<file path="src/rtl/btb_if.sv">
// Fetch-side lookup, resolve-side training and statistics bundle for the branch target buffer.
// master = pipeline (IF + resolver), slave = the BTB itself.
interface btb_if #(
    parameter int ADDR_W = 16,
    parameter int STAT_W = 16
);
    logic              lookup_valid;
    logic [ADDR_W-1:0] lookup_pc;
    logic              pred_hit;
    logic              pred_taken;
    logic [ADDR_W-1:0] pred_target;
    logic              upd_valid;
    logic [ADDR_W-1:0] upd_pc;
    logic              upd_taken;
    logic [ADDR_W-1:0] upd_target;
    logic              upd_mispredict;
    logic              bp_clear;
    logic [STAT_W-1:0] stat_hits;
    logic [STAT_W-1:0] stat_mispred;

    modport master (
        output lookup_valid, lookup_pc,
        output upd_valid, upd_pc, upd_taken, upd_target, upd_mispredict, bp_clear,
        input  pred_hit, pred_taken, pred_target,
        input  stat_hits, stat_mispred
    );

    modport slave (
        input  lookup_valid, lookup_pc,
        input  upd_valid, upd_pc, upd_taken, upd_target, upd_mispredict, bp_clear,
        output pred_hit, pred_taken, pred_target,
        output stat_hits, stat_mispred
    );
endinterface

</file>
<file path="src/rtl/branch_target_buffer.sv">
// Direct-mapped branch target buffer with 2-bit saturating direction counters.
// Lookup is combinational from registered state; training takes effect on the next edge.
module branch_target_buffer #(
    parameter int ADDR_W  = 16,
    parameter int INDEX_W = 4,
    parameter int STAT_W  = 16
) (
    input  logic CLK,
    input  logic RST,
    btb_if.slave bus
);
    localparam int ENTRIES = 2 ** INDEX_W;
    localparam int TAG_W   = ADDR_W - INDEX_W;

    logic [ENTRIES-1:0]      r_valid;
    logic [ENTRIES-1:0]      w_valid_next;
    logic [ENTRIES-1:0][1:0] r_ctr;
    logic [ENTRIES-1:0][1:0] w_ctr_next;
    logic [TAG_W-1:0]        r_tag    [ENTRIES];
    logic [ADDR_W-1:0]       r_target [ENTRIES];
    logic [STAT_W-1:0]       r_stat_hits;
    logic [STAT_W-1:0]       r_stat_mispred;

    logic [INDEX_W-1:0] w_lk_idx;
    logic [TAG_W-1:0]   w_lk_tag;
    logic               w_lk_hit;
    logic               w_lk_taken;
    logic [ADDR_W-1:0]  w_lk_seq;

    logic [INDEX_W-1:0] w_upd_idx;
    logic [TAG_W-1:0]   w_upd_tag;
    logic               w_upd_hit;
    logic               w_upd_cmd;
    logic               w_upd_wr;
    logic [1:0]         w_upd_ctr;
    logic [1:0]         w_ctr_trained;

    // Lookup path
    assign w_lk_idx   = bus.lookup_pc[INDEX_W-1:0];
    assign w_lk_tag   = bus.lookup_pc[ADDR_W-1:INDEX_W];
    assign w_lk_hit   = r_valid[w_lk_idx] && (r_tag[w_lk_idx] == w_lk_tag);
    assign w_lk_taken = w_lk_hit && r_ctr[w_lk_idx][1];
    assign w_lk_seq   = bus.lookup_pc + ADDR_W'(1);

    assign bus.pred_hit    = w_lk_hit;
    assign bus.pred_taken  = w_lk_taken;
    assign bus.pred_target = w_lk_taken ? r_target[w_lk_idx] : w_lk_seq;

    // Training path; a concurrent clear drops the update entirely
    assign w_upd_idx = bus.upd_pc[INDEX_W-1:0];
    assign w_upd_tag = bus.upd_pc[ADDR_W-1:INDEX_W];
    assign w_upd_hit = r_valid[w_upd_idx] && (r_tag[w_upd_idx] == w_upd_tag);
    assign w_upd_cmd = bus.upd_valid && !bus.bp_clear;
    assign w_upd_wr  = w_upd_cmd && bus.upd_taken;
    assign w_upd_ctr = r_ctr[w_upd_idx];

    always_comb begin
        w_ctr_trained = w_upd_ctr;
        if (bus.upd_taken) begin
            if (w_upd_ctr != 2'b11) w_ctr_trained = w_upd_ctr + 2'b01;
        end else begin
            if (w_upd_ctr != 2'b00) w_ctr_trained = w_upd_ctr - 2'b01;
        end
    end

    generate
        for (genvar gi = 0; gi < ENTRIES; gi++) begin : g_entry
            localparam logic [INDEX_W-1:0] LP_IDX = INDEX_W'(gi);
            logic w_sel;

            assign w_sel = w_upd_cmd && (w_upd_idx == LP_IDX);

            // Taken miss allocates weakly-taken; not-taken miss leaves the entry alone
            assign w_valid_next[gi] = bus.bp_clear ? 1'b0 :
                                      (w_sel && bus.upd_taken) ? 1'b1 : r_valid[gi];
            assign w_ctr_next[gi]   = !w_sel          ? r_ctr[gi]     :
                                      w_upd_hit       ? w_ctr_trained :
                                      bus.upd_taken   ? 2'b10         : r_ctr[gi];
        end
    endgenerate

    always_ff @(posedge CLK) begin
        if (RST) begin
            r_valid <= '0;
            r_ctr   <= '0;
        end else begin
            r_valid <= w_valid_next;
            r_ctr   <= w_ctr_next;
        end
    end

    // Tag/target storage carries no reset; validity is owned by r_valid
    always_ff @(posedge CLK) begin
        if (!RST && w_upd_wr) begin
            r_tag[w_upd_idx]    <= w_upd_tag;
            r_target[w_upd_idx] <= bus.upd_target;
        end
    end

    always_ff @(posedge CLK) begin
        if (RST) begin
            r_stat_hits    <= '0;
            r_stat_mispred <= '0;
        end else begin
            if (bus.lookup_valid && w_lk_hit && (r_stat_hits != '1))
                r_stat_hits <= r_stat_hits + STAT_W'(1);
            if (bus.upd_valid && bus.upd_mispredict && (r_stat_mispred != '1))
                r_stat_mispred <= r_stat_mispred + STAT_W'(1);
        end
    end

    assign bus.stat_hits    = r_stat_hits;
    assign bus.stat_mispred = r_stat_mispred;
endmodule

</file>
<file path="src/flat_wrapper.sv">
// flat-port wrapper written by rule: the top's interface ports become plain ports
module branch_target_buffer_flat 
#(
    parameter int ADDR_W  = 16,
    parameter int INDEX_W = 4,
    parameter int STAT_W  = 16
)
  (CLK, RST, bus_lookup_valid, bus_lookup_pc, bus_upd_valid, bus_upd_pc, bus_upd_taken, bus_upd_target, bus_upd_mispredict, bus_bp_clear, bus_pred_hit, bus_pred_taken, bus_pred_target, bus_stat_hits, bus_stat_mispred);
  btb_if #(.ADDR_W(ADDR_W), .STAT_W(STAT_W)) bus_i ();
  input  logic CLK;
  input  logic RST;
  input wire logic [$bits(bus_i.lookup_valid)-1:0] bus_lookup_valid;
  input wire logic [$bits(bus_i.lookup_pc)-1:0] bus_lookup_pc;
  input wire logic [$bits(bus_i.upd_valid)-1:0] bus_upd_valid;
  input wire logic [$bits(bus_i.upd_pc)-1:0] bus_upd_pc;
  input wire logic [$bits(bus_i.upd_taken)-1:0] bus_upd_taken;
  input wire logic [$bits(bus_i.upd_target)-1:0] bus_upd_target;
  input wire logic [$bits(bus_i.upd_mispredict)-1:0] bus_upd_mispredict;
  input wire logic [$bits(bus_i.bp_clear)-1:0] bus_bp_clear;
  output wire logic [$bits(bus_i.pred_hit)-1:0] bus_pred_hit;
  output wire logic [$bits(bus_i.pred_taken)-1:0] bus_pred_taken;
  output wire logic [$bits(bus_i.pred_target)-1:0] bus_pred_target;
  output wire logic [$bits(bus_i.stat_hits)-1:0] bus_stat_hits;
  output wire logic [$bits(bus_i.stat_mispred)-1:0] bus_stat_mispred;
  assign bus_i.lookup_valid = bus_lookup_valid;
  assign bus_i.lookup_pc = bus_lookup_pc;
  assign bus_i.upd_valid = bus_upd_valid;
  assign bus_i.upd_pc = bus_upd_pc;
  assign bus_i.upd_taken = bus_upd_taken;
  assign bus_i.upd_target = bus_upd_target;
  assign bus_i.upd_mispredict = bus_upd_mispredict;
  assign bus_i.bp_clear = bus_bp_clear;
  assign bus_pred_hit = bus_i.pred_hit;
  assign bus_pred_taken = bus_i.pred_taken;
  assign bus_pred_target = bus_i.pred_target;
  assign bus_stat_hits = bus_i.stat_hits;
  assign bus_stat_mispred = bus_i.stat_mispred;
  branch_target_buffer #(.ADDR_W(ADDR_W), .INDEX_W(INDEX_W), .STAT_W(STAT_W)) u_core (.CLK(CLK), .RST(RST), .bus(bus_i));
endmodule
</file>
<file path="config.mk">
export PLATFORM = sky130hd
export DESIGN_NAME = branch_target_buffer_flat
export DESIGN_NICKNAME = d
export VERILOG_FILES = /design/src/rtl/btb_if.sv /design/src/rtl/branch_target_buffer.sv /design/src/flat_wrapper.sv
export SDC_FILE = /design/constraint.sdc
export NUM_CORES = 1
export LEC_CHECK = 0
export BUFFER_PORTS_ARGS = -buffer_cell sky130_fd_sc_hd__buf_4
export CAP_MARGIN = 20
export CORE_ASPECT_RATIO = 1.4
export CORE_UTILIZATION = 62
export DETAILED_ROUTE_END_ITERATION = 7
export PLACE_DENSITY_LB_ADDON = 0.3
export SETUP_SLACK_MARGIN = 0.5
export SLEW_MARGIN = 20
export SYNTH_ARGS = -nofsm -noshare
export SYNTH_HDL_FRONTEND = slang
export SYNTH_SLANG_ARGS = --single-unit
</file>
<file path="constraint.sdc">
create_clock -name CLK -period 4.4 [get_ports CLK]
set_input_delay 0.44 -clock CLK [delete_from_list [all_inputs] [get_ports CLK]]
set_output_delay 0.44 -clock CLK [all_outputs]
set_load 0.02 [all_outputs]
</file>
## Word level (Yosys, flattened, before mapping)

Memory sizes are Yosys's and may differ from the RTL's.
Cells that the tools add are included.

- Bits in writable memories: 448
- Register bits: 80
- Word-level logic and storage cells: 143
- Input port bits: 55
- Output and inout port bits: 50
- Memories: 2

- $add $sub $neg: 5
- Eq/ne operators: 20
- Reduce and logical (&&, ||, !) cells: 64
- $lt $le $gt $ge: 2
- Multiplexer cells: 16

Memories:

| memory | words | width | read ports | clocked after Yosys merged registers in | write ports | line | RTL |
|---|---|---|---|---|---|---|---|
| u_core.r_target | 16 | 16 | 1 | 0 | 1 | branch_target_buffer.sv:20 | `logic [ADDR_W-1:0] r_target [ENTRIES];` |
| u_core.r_tag | 16 | 12 | 2 | 0 | 1 | branch_target_buffer.sv:19 | `logic [TAG_W-1:0] r_tag [ENTRIES];` |

Operators by type and width:

| operator | number |
|---|---|
| $add 16x1->16 const B | 3 |
| $logic_and 1x1->1 | 42 |
| $eq 4x4->1 const B | 8 |
| $ne 16x16->1 const B | 2 |
| $reduce_and 2->1 | 16 |
| $eq 12x12->1 | 2 |
| $bmux 2 s4 | 2 |
| $eq 4x3->1 const B | 4 |
| $mux 16 | 1 |
| $mux 2 | 7 |
| $lt 4x5->1 const B | 2 |
| $bmux 1 s4 | 2 |
| $eq 4x2->1 const B | 2 |
| $eq 4x1->1 const B | 1 |
| $logic_not 4->1 | 1 |
| $mux 1 | 4 |
| $reduce_bool 2->1 | 2 |
| $add 2x1->2 const B | 1 |
| $logic_not 1->1 | 2 |
| $ne 2x2->1 const B | 1 |
| $reduce_or 2->1 | 1 |
| $sub 2x1->2 const B | 1 |

## Longest topological paths before layout

- Depth in word-level cells: 6
- Gate-level depth with buffers: 14
- Depth with buffers taken out: 9

## Worst setup path after synthesis

No wires, ideal clock.

- Kind: input-to-output
- Start: input bus_lookup_pc[0]
- End: output bus_pred_target[15]
- Slack: 611 ps
- Arrival time: 3,349 ps
- Stages: 9
- Path buffers: 6
- Data required time: 3,960 ps
- Cells stage by stage: buf_4 > buf_4 > buf_2 > buf_4 > buf_1 > buf_2 > mux4_2 > mux4_2 > mux2_2

- Word-level cells in the longest chain between the ends: 5
- Elaborated cells between the ends (all ways): 11
- Those cells by class: 1 x add/sub; 1 x eq/ne; 5 x mux; 2 x reduce/logical; 2 x memory

RTL lines:

| what | line | RTL |
|---|---|---|
| start: declaration | flat_wrapper.sv:13 | `input wire logic [$bits(bus_i.lookup_pc)-1:0] bus_lookup_pc;` |
| $mem_v2 16x12 or $bmux 1 s4 (tied branches) | -- |  |
| $eq 12x12->1 or $mux 1 (tied branches) | branch_target_buffer.sv:41 | `assign w_lk_hit = r_valid[w_lk_idx] && (r_tag[w_lk_idx] == w_lk_tag);` |
| $logic_and 1x1->1 | branch_target_buffer.sv:41 |  |
| $logic_and 1x1->1 | branch_target_buffer.sv:42 | `assign w_lk_taken = w_lk_hit && r_ctr[w_lk_idx][1];` |
| $mux 16 * | branch_target_buffer.sv:47 | `assign bus.pred_target = w_lk_taken ? r_target[w_lk_idx] : w_lk_seq;` |
| end: declaration | flat_wrapper.sv:22 | `output wire logic [$bits(bus_i.pred_target)-1:0] bus_pred_target;` |

Every way passes the cells marked *; elsewhere a longest branch is shown, timed or not. The select of a mux whose other input is x is not followed.

==> impl_metrics.py <==
metrics = {
    "sta": {
        "rsz0062_at_grt": "true",
        "finalHoldViolCount": 0,
        "tns_ns": 0,
        "finalSetupViolations": 0,
        "finClkSkew_ns": 0.02307,
        "period_share": 0.9300,
        "worst_slew_pin_slew_ns": 0.9281,
        "layout_min_cycle_time_ns": 4.092,
        "drv_slew": 0,
        "slew_headroom": 0.3812,
        "timing.fmax_mhz": 244.4,
    },
    "floorplanning": {
        "fp.dieW_um": 167.0,
        "ioPinCount": 105,
        "start_util": 0.6301,
        "rows": 84,
        "floorplan.die_area_um2": 38920,
        "coreArea_um2": 37520,
        "dieHeight_um": 233.0,
    },
    "power_and_ir_drop": {
        "clock_power_share": 0.416,
        "peakVddDrop_v": 0.0004126,
        "p_switching_w": 0.002294,
        "power_frac_seq": 0.515,
        "p_int_w": 0.008274,
        "power_density_nw_per_um2": 393.8,
        "p_leak_nw": 8.819,
        "comb_power_share": 0.069,
        "switching_share": 0.2170,
    },
    "clock_tree": {
        "cts_max_level": 2,
        "cts_tree": "done",
        "ctsLongestPathBuffers": 3,
        "cts_buffers": 48,
        "clk_pin_slew_ns": 0.07,
        "clock-sinks": 528,
        "cts_root_buf": "clkbuf_16",
        "cts_hold_buf": 0,
        "clkLatencyLatePin_ns": 0.59,
    },
    "global_route": {
        "grt_first_pass_wirelength_um": 90940,
        "grt_pass1_vias": 14400,
        "gr-total-overflow": 0,
        "antenna_found_initial": 0,
        "grt_usage": 0.3246,
        "grt_max_degree": 73,
    },
    "min_path": {
        "worstHoldStart": "bus_upd_target[14]",
        "min_path_type": "input port to flop",
    },
    "yosys": {
        "synth-warning-count": 0,
        "synth_top_area_frac": 0.5691,
        "synth_edf_count": 448,
        "synth-seq-area-share": 0.6368,
        "syn_inst": 1391,
        "netlist_area_um2": 23640,
        "synthArstFlopShare": 0,
        "syn_nets": 1449,
        "ys_seq_elements": 528,
        "synth_ff_type": "edfxtp_1",
        "synth.largest_area_cell": "edfxtp_1",
        "avgSynthCellArea_um2": 17.00,
        "synth_cell_type_count": 54,
        "synthTopCellsByArea": "edfxtp_1, mux4_2, dfxtp_1, mux2i_1, mux2_2",
    },
    "finish": {
        "fin_util": 0.7152,
        "antenna_cells": 0,
        "instances_no_fill": 2023,
        "drive_gt1_frac": 0.3077,
        "layout_common_cells": "edfxtp_1, mux4_2, buf_4, dfxtp_1, nor2_1",
        "layout_commonest_cell": "edfxtp_1",
        "nets": 1570,
        "area_growth_pct": 13.51,
    },
    "setup_path": {
        "crit_arrival_ns": 3.65,
        "worstPathRequired_ns": 3.96,
        "crit_fanout": 16,
        "startpoint": "u_core.r_tag[15][10]",
        "crit_type": "flop to primary output",
        "reg2reg_from": "u_core.r_tag[14][1]",
        "end_kind": "primary output",
        "crit_path_start_kind": "flop",
    },
    "route": {
        "ant_nets": 0,
        "routed_wl_um": 61490,
        "drc": 0,
        "vias": 14291,
        "wl_per_cell_um": 30.40,
        "vias_per_cell": 7.064,
        "firstDrtPassIters": 5,
        "drt_iter0_markers": 1638,
    },
    "run": {
        "cap_viol_max_count": 0,
    },
    "place": {
        "place.gp.congestion": 0.9087,
        "io_buffers": 104,
        "dp_cells": 1933,
        "hpwl_um": 36880,
    },
    "run_status": {
        "status": "finished clean",
    },
}
-- area by class of cell --
type | count | area, um^2
Clock buffer | 56 | 1252
Timing Repair Buffer | 155 | 1225
Clock inverter | 32 | 411.6
Tap cell | 473 | 591.8
Fill cell | 2294 | 10690
Sequential cell | 528 | 15050
Multi-Input combinational cell | 769 | 8260
Inverter | 10 | 37.54
-- per-layer routing --
metal  track usage  vias up  part of all wire
li1              -     5853                 -
met1        0.4084     7252              0.35
met2        0.5447      982              0.50
met3       0.05324      204             0.093
met4        0.1742        0             0.052
met5             0        -                 0
-- what timing repair did --
item,in CTS,in global routing
buffers inserted,2,0
setup endpoints to repair,17,17
pin swaps,1,0
gates resized for setup,3,1
endpoints found under the hold margin,0,0
-- worst max-delay path, cell delays in order, from the launching register on --
cell and delay, ns:
edfxtp_1 0.41, mux4_2 0.50, mux2i_1 0.23, xnor2_1 0.10
nor3_1 0.32, a31oi_1 0.11, or4_4 0.59, nor2_4 0.12
buf_12 0.17, mux2_2 0.36, buf_4 0.16
-- synthesized netlist by cell type (all sizes together), types with 6 or more instances --
| cell | count |
|---|---|
| edfxtp | 448 |
| mux4 | 183 |
| nor2 | 94 |
| dfxtp | 80 |
| mux2i | 68 |
| buf | 55 |
| o21ai | 45 |
| nand2 | 41 |
| xnor2 | 37 |
| a21oi | 35 |
| mux2 | 34 |
| clkbuf | 29 |
| nor2b | 29 |
| xor2 | 26 |
| nand3 | 19 |
| a211oi | 17 |
| o21ba | 16 |
| and3 | 15 |
| nand4 | 13 |
| or3 | 11 |
| inv | 8 |
| nor3 | 8 |
| a221oi | 7 |
| nand2b | 7 |
| a22oi | 6 |
| nor4 | 6 |
| o22ai | 6 |
-- state kept, by name, indices dropped and copies added (netlist names) --
name,cells
u_core.bus.stat_mispred,16
u_core.bus.stat_hits,16
u_core.r_tag,192
u_core.r_target,256
u_core.r_ctr,32
u_core.r_valid,16
-- per-stage QoR --
step | hold slack (ns) | instance area [um^2] | power (W) | setup WS, ns
floorplan | 0.4479 | 23640 | 0.006003 | 0.6108
global placement | 0.4682 | 25150 | 0.006254 | 0.2273
detailed placement | 0.4809 | 25150 | 0.006268 | 0.1756
CTS | 0.1255 | 26830 | 0.01059 | 0.2954
global route | 0.1444 | 26830 | 0.01081 | 0.2460
finish | 0.1468 | 26830 | 0.01057 | 0.3081
-- power by group through the flow --
stage / clock network, W / registers, W / logic [W]
2_1_floorplan: 0 / 0.00555 / 0.000450
3_3_place_gp: 0 / 0.00555 / 0.000704
3_5_place_dp: 0 / 0.00555 / 0.000716
4_1_cts: 0.00442 / 0.00544 / 0.000723
5_1_grt: 0.00460 / 0.00544 / 0.000762
6_report: 0.00440 / 0.00544 / 0.000726
-- final timing paths --
path | to | slack (ns) | cells past startpoint
max | bus_pred_target[15] | 0.31 | 10
min | u_core.r_target[4][14] | 0.15 | 1
max reg2reg | u_core.r_ctr[23] | 0.93 | 9
min reg2reg | u_core.r_valid[13] | 0.50 | 2
-- kinds of logic after synthesis --
| logic type | count (synthesis) | share of synthesized area |
|---|---|---|
| xor gates and xnor gates | 63 | 0.02334 |
| muxes | 285 | 0.2206 |
| buffers and inverters | 94 | 0.01927 |
| AOI/OAI and AO/OA | 154 | 0.04292 |
| adders and majority gates | 3 | 0.001588 |
| DFF | 528 | 0.6368 |
| and+or+nand+nor | 264 | 0.05547 |
Power figures use the tool's default switching activity.
